==> src/rtl/serial_rx_param_pkg.sv <==
// Shared definitions for the parametrised serial receiver.
//   - parity mode codes (PARITY parameter values)
//   - receive FSM state encoding
//   - small helpers: 3-input majority vote, parity mismatch decision
package serial_rx_param_pkg;

  localparam int PAR_NONE = 0;
  localparam int PAR_ODD  = 1;
  localparam int PAR_EVEN = 2;

  typedef enum logic [2:0] {
    ST_IDLE   = 3'd0,
    ST_START  = 3'd1,
    ST_DATA   = 3'd2,
    ST_PARITY = 3'd3,
    ST_STOP   = 3'd4
  } rx_state_e;

  function automatic logic majority3(input logic a, input logic b, input logic c);
    return (a & b) | (a & c) | (b & c);
  endfunction

  // ones_odd is the XOR over data bits and the received parity bit.
  function automatic logic parity_mismatch(input int mode, input logic ones_odd);
    logic err;
    case (mode)
      PAR_ODD:  err = ~ones_odd;
      PAR_EVEN: err = ones_odd;
      PAR_NONE: err = 1'b0;
      default:  err = 1'b0;
    endcase
    return err;
  endfunction

endpackage

==> src/rtl/serial_rx_param_bit_sampler.sv <==
// Line front end for the serial receiver: 2-flop synchroniser, falling-edge
// detect, free-running bit-period timer and 3-sample majority vote.
// Ports:
//   clk, rst    clock, async active-high reset
//   rx          raw serial line (asynchronous)
//   restart     realign the bit timer to a start edge seen this cycle
//   rx_sync     synchronised line level
//   fall_edge   synchronised line went 1 -> 0 this cycle
//   bit_strobe  one-cycle pulse at the third sample point of a bit
//   bit_val     majority of the three samples (valid with bit_strobe)
module serial_rx_param_bit_sampler
  import serial_rx_param_pkg::*;
#(
  parameter int CLK_PER_BIT = 50
) (
  input  logic clk,
  input  logic rst,
  input  logic rx,
  input  logic restart,
  output logic rx_sync,
  output logic fall_edge,
  output logic bit_strobe,
  output logic bit_val
);

  localparam int CW = $clog2(CLK_PER_BIT);

  // Down-counter; elapsed clocks into the bit = CLK_PER_BIT-1-cnt.
  // The edge cycle itself is elapsed 0, so restart loads elapsed 1.
  localparam logic [CW-1:0] CNT_RELOAD  = CW'(CLK_PER_BIT - 1);
  localparam logic [CW-1:0] CNT_RESTART = CW'(CLK_PER_BIT - 2);
  localparam logic [CW-1:0] CNT_S0      = CW'(CLK_PER_BIT - CLK_PER_BIT / 2);
  localparam logic [CW-1:0] CNT_S1      = CW'(CLK_PER_BIT - 1 - CLK_PER_BIT / 2);
  localparam logic [CW-1:0] CNT_S2      = CW'(CLK_PER_BIT - 2 - CLK_PER_BIT / 2);

  logic          rx_meta_q, rx_meta_d;
  logic          rx_sync_q, rx_sync_d;
  logic          rx_prev_q, rx_prev_d;
  logic [CW-1:0] cnt_q, cnt_d;
  logic          samp_a_q, samp_a_d;
  logic          samp_b_q, samp_b_d;

  always_comb begin
    rx_meta_d = rx;
    rx_sync_d = rx_meta_q;
    rx_prev_d = rx_sync_q;
    samp_a_d  = samp_a_q;
    samp_b_d  = samp_b_q;

    if (restart)          cnt_d = CNT_RESTART;
    else if (cnt_q == '0) cnt_d = CNT_RELOAD;
    else                  cnt_d = cnt_q - 1'b1;

    if (cnt_q == CNT_S0) samp_a_d = rx_sync_q;
    if (cnt_q == CNT_S1) samp_b_d = rx_sync_q;
  end

  always_ff @(posedge clk or posedge rst) begin
    if (rst) begin
      rx_meta_q <= 1'b1;
      rx_sync_q <= 1'b1;
      rx_prev_q <= 1'b1;
      cnt_q     <= CNT_RELOAD;
      samp_a_q  <= 1'b1;
      samp_b_q  <= 1'b1;
    end else begin
      rx_meta_q <= rx_meta_d;
      rx_sync_q <= rx_sync_d;
      rx_prev_q <= rx_prev_d;
      cnt_q     <= cnt_d;
      samp_a_q  <= samp_a_d;
      samp_b_q  <= samp_b_d;
    end
  end

  assign rx_sync    = rx_sync_q;
  assign fall_edge  = rx_prev_q & ~rx_sync_q;
  // Third sample is taken live so the decision lands on the third sample cycle.
  assign bit_strobe = (cnt_q == CNT_S2);
  assign bit_val    = majority3(samp_a_q, samp_b_q, rx_sync_q);

endmodule

==> src/rtl/serial_rx_param.sv <==
// Parametrised asynchronous serial receiver with majority-vote sampling,
// optional parity, 1 or 2 stop bits, error flags and a valid/ready output.
// Ports:
//   clk, rst     clock, async active-high reset
//   rx           serial line, idle high
//   data         received word (holding register)
//   valid/ready  output handshake; word accepted when both high
//   parity_err   parity mismatch on held word
//   frame_err    a stop bit sampled 0 on held word
//   overrun      a frame was dropped while the held word waited; sticky
//   busy         receiver is inside a frame
//
// state     | meaning
// ----------+------------------------------------------------------
// ST_IDLE   | waiting for an armed start edge
// ST_START  | checking the start bit at mid-bit (1 = false start)
// ST_DATA   | shifting data bits in, LSB first
// ST_PARITY | capturing the parity bit (only when PARITY != 0)
// ST_STOP   | checking stop bit(s); commit on the last one
module serial_rx_param
  import serial_rx_param_pkg::*;
#(
  parameter int CLK_PER_BIT = 50,
  parameter int DATA_BITS   = 8,
  parameter int PARITY      = 0,
  parameter int STOP_BITS   = 1
) (
  input  logic                 clk,
  input  logic                 rst,
  input  logic                 rx,
  output logic [DATA_BITS-1:0] data,
  output logic                 valid,
  input  logic                 ready,
  output logic                 parity_err,
  output logic                 frame_err,
  output logic                 overrun,
  output logic                 busy
);

  localparam int CW = $clog2(CLK_PER_BIT);
  localparam int BW = $clog2(DATA_BITS + 1);
  localparam logic [CW-1:0] ARM_LOAD = CW'(CLK_PER_BIT - 1);

  logic rx_sync, fall_edge, bit_strobe, bit_val;
  logic restart;

  serial_rx_param_bit_sampler #(
    .CLK_PER_BIT(CLK_PER_BIT)
  ) u_sampler (
    .clk       (clk),
    .rst       (rst),
    .rx        (rx),
    .restart   (restart),
    .rx_sync   (rx_sync),
    .fall_edge (fall_edge),
    .bit_strobe(bit_strobe),
    .bit_val   (bit_val)
  );

  rx_state_e            state_q, state_d;
  logic [DATA_BITS-1:0] shift_q, shift_d;
  logic [BW-1:0]        bit_idx_q, bit_idx_d;
  logic                 stop_cnt_q, stop_cnt_d;
  logic                 ferr_acc_q, ferr_acc_d;
  logic                 par_bit_q, par_bit_d;
  logic                 armed_q, armed_d;
  logic [CW-1:0]        arm_cnt_q, arm_cnt_d;
  logic [DATA_BITS-1:0] data_q, data_d;
  logic                 valid_q, valid_d;
  logic                 parity_err_q, parity_err_d;
  logic                 frame_err_q, frame_err_d;
  logic                 overrun_q, overrun_d;
  logic                 busy_q, busy_d;

  logic commit;
  logic frame_bad;
  logic perr_new;

  always_comb begin
    state_d      = state_q;
    shift_d      = shift_q;
    bit_idx_d    = bit_idx_q;
    stop_cnt_d   = stop_cnt_q;
    ferr_acc_d   = ferr_acc_q;
    par_bit_d    = par_bit_q;
    armed_d      = armed_q;
    arm_cnt_d    = arm_cnt_q;
    data_d       = data_q;
    valid_d      = valid_q;
    parity_err_d = parity_err_q;
    frame_err_d  = frame_err_q;
    overrun_d    = overrun_q;
    restart      = 1'b0;
    commit       = 1'b0;
    frame_bad    = ferr_acc_q | ~bit_val;
    perr_new     = parity_mismatch(PARITY, ^{shift_q, par_bit_q});

    case (state_q)
      ST_IDLE: begin
        if (armed_q && fall_edge) begin
          state_d    = ST_START;
          restart    = 1'b1;
          bit_idx_d  = '0;
          stop_cnt_d = 1'b0;
          ferr_acc_d = 1'b0;
          par_bit_d  = 1'b0;
        end
      end
      ST_START: begin
        if (bit_strobe) state_d = bit_val ? ST_IDLE : ST_DATA;
      end
      ST_DATA: begin
        if (bit_strobe) begin
          shift_d   = {bit_val, shift_q[DATA_BITS-1:1]};
          bit_idx_d = bit_idx_q + 1'b1;
          if (bit_idx_q == BW'(DATA_BITS - 1))
            state_d = (PARITY != PAR_NONE) ? ST_PARITY : ST_STOP;
        end
      end
      ST_PARITY: begin
        if (bit_strobe) begin
          par_bit_d = bit_val;
          state_d   = ST_STOP;
        end
      end
      ST_STOP: begin
        if (bit_strobe) begin
          if (!bit_val) ferr_acc_d = 1'b1;
          // Commit mid-stop so a back-to-back start edge is not missed.
          if (stop_cnt_q == 1'(STOP_BITS - 1)) begin
            commit  = 1'b1;
            state_d = ST_IDLE;
          end else begin
            stop_cnt_d = 1'b1;
          end
        end
      end
      default: state_d = ST_IDLE;
    endcase

    // A framing error (e.g. a break) requires a full bit of idle line
    // before the next start edge is trusted.
    if (commit && frame_bad) begin
      armed_d   = 1'b0;
      arm_cnt_d = ARM_LOAD;
    end else if (!armed_q) begin
      if (!rx_sync)               arm_cnt_d = ARM_LOAD;
      else if (arm_cnt_q == '0)   armed_d   = 1'b1;
      else                        arm_cnt_d = arm_cnt_q - 1'b1;
    end

    if (commit) begin
      if (!valid_q || ready) begin
        data_d       = shift_q;
        parity_err_d = perr_new;
        frame_err_d  = frame_bad;
        valid_d      = 1'b1;
        overrun_d    = 1'b0;
      end else begin
        overrun_d    = 1'b1;
      end
    end else if (valid_q && ready) begin
      valid_d      = 1'b0;
      parity_err_d = 1'b0;
      frame_err_d  = 1'b0;
      overrun_d    = 1'b0;
    end

    busy_d = (state_d != ST_IDLE);
  end

  always_ff @(posedge clk or posedge rst) begin
    if (rst) begin
      state_q      <= ST_IDLE;
      shift_q      <= '0;
      bit_idx_q    <= '0;
      stop_cnt_q   <= 1'b0;
      ferr_acc_q   <= 1'b0;
      par_bit_q    <= 1'b0;
      armed_q      <= 1'b0;
      arm_cnt_q    <= ARM_LOAD;
      data_q       <= '0;
      valid_q      <= 1'b0;
      parity_err_q <= 1'b0;
      frame_err_q  <= 1'b0;
      overrun_q    <= 1'b0;
      busy_q       <= 1'b0;
    end else begin
      state_q      <= state_d;
      shift_q      <= shift_d;
      bit_idx_q    <= bit_idx_d;
      stop_cnt_q   <= stop_cnt_d;
      ferr_acc_q   <= ferr_acc_d;
      par_bit_q    <= par_bit_d;
      armed_q      <= armed_d;
      arm_cnt_q    <= arm_cnt_d;
      data_q       <= data_d;
      valid_q      <= valid_d;
      parity_err_q <= parity_err_d;
      frame_err_q  <= frame_err_d;
      overrun_q    <= overrun_d;
      busy_q       <= busy_d;
    end
  end

  assign data       = data_q;
  assign valid      = valid_q;
  assign parity_err = parity_err_q;
  assign frame_err  = frame_err_q;
  assign overrun    = overrun_q;
  assign busy       = busy_q;

endmodule
==> config.mk <==
export PLATFORM = sky130hd
export DESIGN_NAME = serial_rx_param
export DESIGN_NICKNAME = d
export VERILOG_FILES = /design/src/rtl/serial_rx_param_pkg.sv /design/src/rtl/serial_rx_param_bit_sampler.sv /design/src/rtl/serial_rx_param.sv
export SDC_FILE = /design/constraint.sdc
export NUM_CORES = 1
export LEC_CHECK = 0
export ABC_AREA = 1
export ABC_CLOCK_PERIOD_IN_PS = 2000
export BUFFER_PORTS_ARGS = -buffer_cell sky130_fd_sc_hd__clkbuf_2
export CELL_PAD_IN_SITES_DETAIL_PLACEMENT = 2
export CELL_PAD_IN_SITES_GLOBAL_PLACEMENT = 2
export CORE_ASPECT_RATIO = 2
export CORE_MARGIN = 5
export CORE_UTILIZATION = 36
export DETAILED_ROUTE_END_ITERATION = 16
export PLACE_DENSITY_LB_ADDON = 0.1
export RECOVER_POWER = 25
export SETUP_SLACK_MARGIN = 0.15
export SYNTH_ARGS = -nofsm -noshare
export SYNTH_HDL_FRONTEND = slang
export SYNTH_SLANG_ARGS = --single-unit
export TNS_END_PERCENT = 30
==> constraint.sdc <==
create_clock -name clk -period 2 [get_ports clk]
set_input_delay 0 -clock clk [delete_from_list [all_inputs] [get_ports clk]]
set_output_delay 0 -clock clk [all_outputs]
set_load 0.02 [all_outputs]
Yosys cells after proc, flatten, opt, wreduce, memory -nomap -nowiden
Index checks and enable logic that the tools add are counted.
{"block": "word_totals", "out_inout_bits": 13, "elab_cells": 108, "inputBits": 4, "reg_bits": 48}
{"block": "op_classes", "muxes": 43, "n_bitwise": 9, "eq_ne": 15, "add_sub_neg": 3, "reduce_logical": 19}
{"operator": "6-bit two-way mux", "n": 6}
{"operator": "1-bit two-way mux", "n": 23}
{"operator": "3-bit two-way mux", "n": 7}
{"operator": "6-bit by 5-bit equality test with 1-bit output (second input constant)", "n": 3}
{"operator": "3-bit one-hot mux with 5 select lines", "n": 1}
{"operator": "6-bit logical NOT", "n": 2}
{"operator": "6-bit by 1-bit subtractor with 6-bit output (second input constant)", "n": 2}
{"operator": "4-bit two-way mux", "n": 2}
{"operator": "2-bit != test (second input constant)", "n": 4}
{"operator": "4-bit one-hot mux with 2 select lines", "n": 1}
{"operator": "2-bit AND reduction", "n": 4}
{"operator": "3-bit by 2-bit equality test with 1-bit output (second input constant)", "n": 2}
{"operator": "3-bit AND reduction", "n": 2}
{"operator": "2-bit nonzero test", "n": 3}
{"operator": "4-bit by 1-bit adder with 4-bit output (second input constant)", "n": 1}
{"operator": "1-bit AND", "n": 4}
{"operator": "4-bit by 3-bit equality test with 1-bit output (second input constant)", "n": 1}
{"operator": "2-bit by 1-bit != test with 1-bit output (second input constant)", "n": 2}
{"operator": "1-bit one-hot mux with 2 select lines", "n": 2}
{"operator": "4-bit AND reduction", "n": 1}
{"operator": "3-bit by 1-bit equality test with 1-bit output (second input constant)", "n": 1}
{"operator": "3-bit equality test (second input constant)", "n": 1}
{"operator": "1-bit logical AND", "n": 3}
{"operator": "3-bit logical NOT", "n": 1}
{"operator": "other kinds (7)", "n": 10}

Logic depth before layout (Yosys ltp)
{"block": "logic_depth", "depth_word": 8, "depth_mapped": 9, "depth_no_buf": 9}

Modules after synthesis
A second synthesis with hierarchy kept.
{"block": "unflattened", "cells_unflattened": 262, "hier_area_um2": 2209.6}
{"mod": "serial_rx_param", "cells_per_inst": 201, "instances": 1, "area_each_um2": 1669.1}
{"mod": "serial_rx_param_bit_sampler", "cells_per_inst": 61, "instances": 1, "area_each_um2": 540.5}

Worst setup path before layout
Ideal clock, no wire load.
{"block": "synth_path", "path_kind": "register to register", "start": "register u_sampler.cnt_q[0]", "end": "register data_q[7], in the netlist data[7]", "setup_slack_ns": 0.423, "path_buffers": 1, "synth_period_minus_slack_ns": 1.577, "arrival_ns": 1.460, "required_time_ns": 1.883, "path_stages_with_launch": 10, "path_cell_list": "dfstp_2 ha_1 nand3_2 nor2_8 nand2_4 nor2_4 inv_2 buf_6 nand2_2 o21ai_2"}
{"block": "synth_via", "elab_chain_len": 4}
{"item": "start, declared", "line_no": "serial_rx_param_bit_sampler.sv:39", "source": "logic [CW-1:0] cnt_q, cnt_d;"}
{"item": "start signal, assigned", "line_no": "serial_rx_param_bit_sampler.sv:70", "source": "cnt_q <= cnt_d;"}
{"item": "6-bit by 5-bit equality test with 1-bit output", "line_no": "serial_rx_param_bit_sampler.sv:79", "source": "assign bit_strobe = (cnt_q == CNT_S2);"}
{"item": "1-bit two-way mux", "line_no": "serial_rx_param.sv:127", "source": "if (bit_strobe) begin"}
{"item": "1-bit two-way mux", "line_no": "serial_rx_param.sv:98", "source": "case (state_q)"}
{"item": "2-bit AND reduction (no line)"}
{"item": "end signal, assigned", "line_no": "serial_rx_param.sv:197", "source": "data_q <= data_d;"}
{"item": "end, declared", "line_no": "serial_rx_param.sv:68", "source": "logic [DATA_BITS-1:0] data_q, data_d;"}
No other way between the ends.
A chain may end at the register's enable or synchronous reset.

Final worst setup path
{"block": "layout_path", "start": "register u_sampler.cnt_q[0]", "end": "register frame_err_q, in the netlist frame_err"}
{"block": "layout_via", "elab_chain_len": 5}
{"item": "6-bit by 5-bit equality test with 1-bit output (*)", "line_no": "serial_rx_param_bit_sampler.sv:79"}
{"item": "1-bit two-way mux (*)", "line_no": "serial_rx_param.sv:127"}
{"item": "1-bit two-way mux (*)", "line_no": "serial_rx_param.sv:98"}
{"item": "2-bit by 1-bit != test with 1-bit output (no line) or 2-bit nonzero test (tied branches)"}
{"item": "2-bit AND reduction (no line)"}
{"item": "end signal, assigned", "line_no": "serial_rx_param.sv:200", "source": "frame_err_q <= frame_err_d;"}
{"item": "end, declared", "line_no": "serial_rx_param.sv:71", "source": "logic frame_err_q, frame_err_d;"}
Mark *: on every way between the ends. The rest lies on a longest branch, timed or not.

==> results by group <==
Synth
  – Ys async rst share: 100%
  – Compound-Gate Fraction of Synth Area: about 7.6%
  – Register area share after synthesis: between 50% and 60%
  – Main synth FF type: dfrtp_1
  – Mapped Area: about 0.0022 sq mm
  – Post-synthesis register bit count: 46
  – Ys Warns: 0
  – Largest cells by area after synthesis: dfrtp_1, dfstp_2, nand2_1
  – XOR/XNOR Fraction of Synth Area: 1.99%
  – Syn_nets: 260
  – Synth area leader: dfrtp_1
  – Post-Syn Area per Cell: a little under 9 sq um
  – Cell variety after synth: 29
  – Post-synthesis cell count: 251
  – EDFF count, synth: 0
  – Post-synth top area share: about two fifths
  – Post-synthesis mux area share: 0%
  – Most common cell in the netlist: nand2_1
  – Post-synthesis adder-cell area fraction: roughly 2.8%
  – Commonest cells in the netlist: nand2_1, dfrtp_1, inv_1, nor2_1, nand3_1
  – Largest family of logic cells by synthesized area: simple AND/OR/NAND/NOR gates
  – Simple-Gate Fraction of Synth Area: 27.0%

STA
  – Tcrit/Tclk final: 85.3%
  – Final Hold Vio Count: 0
  – Worst-Margin Slew: 0.736 ns
  – Max Clk Rate: 586 MHz
  – Setup-failing EPs final: 0
  – PnR worst setup slack: 0.295 ns
  – Slew HR: 50.9%
  – Worst hold margin: 0.0586 ns
  – RSZ-0062 raised after global routing: true
  – Setup TNS: 0 ns
  – Final min period: approximately 1.7 ns
  – Final Skew: 0.00266 ns
  – Max Slew Vio Count: 0

Final layout
  – # fillers: 707
  – P&R area growth vs syn: 15.9%
  – Ant diodes: 0
  – Net count, final: between 200 and 300
  – Share of post-route cells with drive strength above 1: 20.9%

Floorplanning
  – Die area: 0.00786 sq mm
  – Die width: approximately 65 microns
  – Core area: 0.00596 sq mm
  – Initial Utilization: 36.9%
  – Chip height: between 100 and 150 microns
  – # rows: 40
  – I/O Pins: 17

Critical path
  – Worst R2R Path Depth: 9
  – Worst Path Required: 2.23 ns
  – Crit. End Element: register
  – RR Startpoint: u_sampler.cnt_q[0]
  – CP most frequent cell: nand2_1
  – Crit Path Category: reg2reg
  – Crit path max fanout: 17
  – WP data arrival: 1.93 ns
  – Flop2flop setup slack: around 0.29 ns
  – Slowest CP cell: dfstp_2
  – R2R Path End: frame_err
  – Crit start category: register
  – Critical Path Max Stage Delay: approximately 0.57 ns
  – Critical path cell sequence: ha_1 > nand3_2 > nor2_8 > nand2_4 > nor2_4 > inv_2 > nand2_1 > nand2_1 > nand2_1

Global routing
  – Largest net degree at the start of global routing: 22
  – Number of global-route vias before repair: 2029
  – GRT Resource Usage Total: approximately 16%
  – First-pass GRT wire length: 9.27 mm
  – Initial antenna violation count: 0
  – Total grt overflow: 0

Worst hold path
  – Hold path startpoint: ready
  – WHS Path Cells: 4
  – Worst hold endpoint: frame_err
  – HP Class: in2reg

Power and ir drop
  – Peak VDD IR: 0.000749 V
  – Pwr Density: about 1200 mW/mm^2
  – LEAKAGE: 1.33 nW

Detailed routing
  – Remaining DRCs: 0
  – Wire length per cell: 15.8 microns
  – 1st-iter DRT viols: 43
  – Routed Antenna Nets: 0
  – Via count: 1705
  – WL final: 5.38 mm
  – First-pass DRT Iterations: 4
  – Drt via density: 5.00

Clocking
  – Inserted Clock Buffers: 5
  – Clk buf depth: 2
  – CTS tree: done
  – Clock input transition at the sequential cells of the worst setup and hold paths: 0.06 ns
  – Htree depth: 2
  – Later-pin clock latency in the skew report: 0.29 ns
  – TritonCTS Sinks: between 40 and 50
  – Root Buffer: clkbuf_16

Run status
  – Status: finished clean

Placed design
  – Input/output buffers: 15
  – Gpl congestion: 0.729
  – Pre-CTS WS: 0.218 ns
  – Hpwl dp: 4.20 mm

Flow run
  – Max cap viols: 0
[cells in the final DEF, fill, tap and decap left out, types with 7 or more instances in the layout]
cell	count
clkbuf_2	14
dfrtp_1	35
dfstp_2	10
inv_1	31
nand2_1	64
nand3_1	22
nor2_1	23
o21ai_0	13
o21ai_2	7
[worst max-delay path by stage]
stage                             from           end  slack [ns]  depth (start not counted)
floorplan           u_sampler.cnt_q[0]       data[7]        0.42                          9
global route         u_sampler.rx_sync  arm_cnt_q[3]        0.12                          8
global placement    u_sampler.cnt_q[0]     frame_err        0.31                          9
finish              u_sampler.cnt_q[0]     frame_err        0.29                          9
CTS                 u_sampler.cnt_q[0]    shift_q[3]        0.22                          7
detailed placement  u_sampler.cnt_q[0]    shift_q[1]        0.22                          7
[stage by stage]
stage	cell area [sq um]	total power [mW]	util [%]	std cells
after global routing	2550	3.22	42.8	341
after global placement	2370	2.06	39.8	331
final	2550	3.00	42.8	341
after CTS	2550	3.06	42.8	341
after floorplan	2200	1.85	-	251
after detailed placement	2370	2.09	39.8	331
[logic make-up (layout without fill, tap and decap cells)]
family          Yosys count  in the layout
simple gates            127            127
flops                    46             46
compound gates           27             27
xor+xnor                  5              5
other cells               1              1
buf+inv                  40             67
fa+ha+maj                 5              5
[sequential cells by signal (all words and copies together) (netlist names)]
name                 flops
arm_cnt_q                6
armed_q                  1
bit_idx_q                4
busy                     1
data                     8
ferr_acc_q               1
frame_err                1
overrun                  1
shift_q                  8
state_q                  3
u_sampler.cnt_q          6
u_sampler.rx_meta_q      1
u_sampler.rx_prev_q      1
u_sampler.rx_sync        1
u_sampler.samp_a_q       1
u_sampler.samp_b_q       1
valid                    1
[what timing repair did]
item | CTS | global route
setup endpoints to repair | 0 | 9
buffers inserted | 0 | 0
hold buffers | 2 | 0
gates resized for setup | 0 | 1
endpoints found under the hold margin | 19 | 0
[area by class of cell]
cell class | instances | area, sq um | area share (%)
Clock buffer | 7 | 133 | 5.20
Clock inverter | 1 | 30.0 | 1.18
Inverter | 36 | 135 | 5.30
Multi-Input combinational cell | 165 | 872 | 34.2
Sequential cell | 46 | 1160 | 45.7
Tap cell | 63 | 78.8 | 3.09
Timing Repair Buffer | 23 | 135 | 5.30
[routing by layer]
layer / wire (microns) / GRT usage, % / part of all wire (%) / vias to the layer above
met5: 0 / 0 / 0 / -
met4: 107 / 6.23 / 2.0 / 0
met3: 104 / 3.07 / 1.9 / 5
met2: 3400 / 32.0 / 63 / 11
met1: 1770 / 13.9 / 33 / 857
li1: - / - / - / 832
[where the power goes]
part / internal [mW] / leakage (nW) / switching, mW / total [mW]
Sequential: 1.15 / 0.577 / 0.151 / 1.30
Clock: 0.591 / 0.0781 / 0.347 / 0.938
Combinational: 0.267 / 0.675 / 0.488 / 0.755
[worst max-delay path: cells and delay by family, from the launching register on]
kind                       cells  cell delay (ns)
and+or+nand+nor                7             0.76
adders and majority gates      1             0.17
buffers and inverters          1             0.15
DFF                            1             0.57
Power figures use the tool's default switching activity.
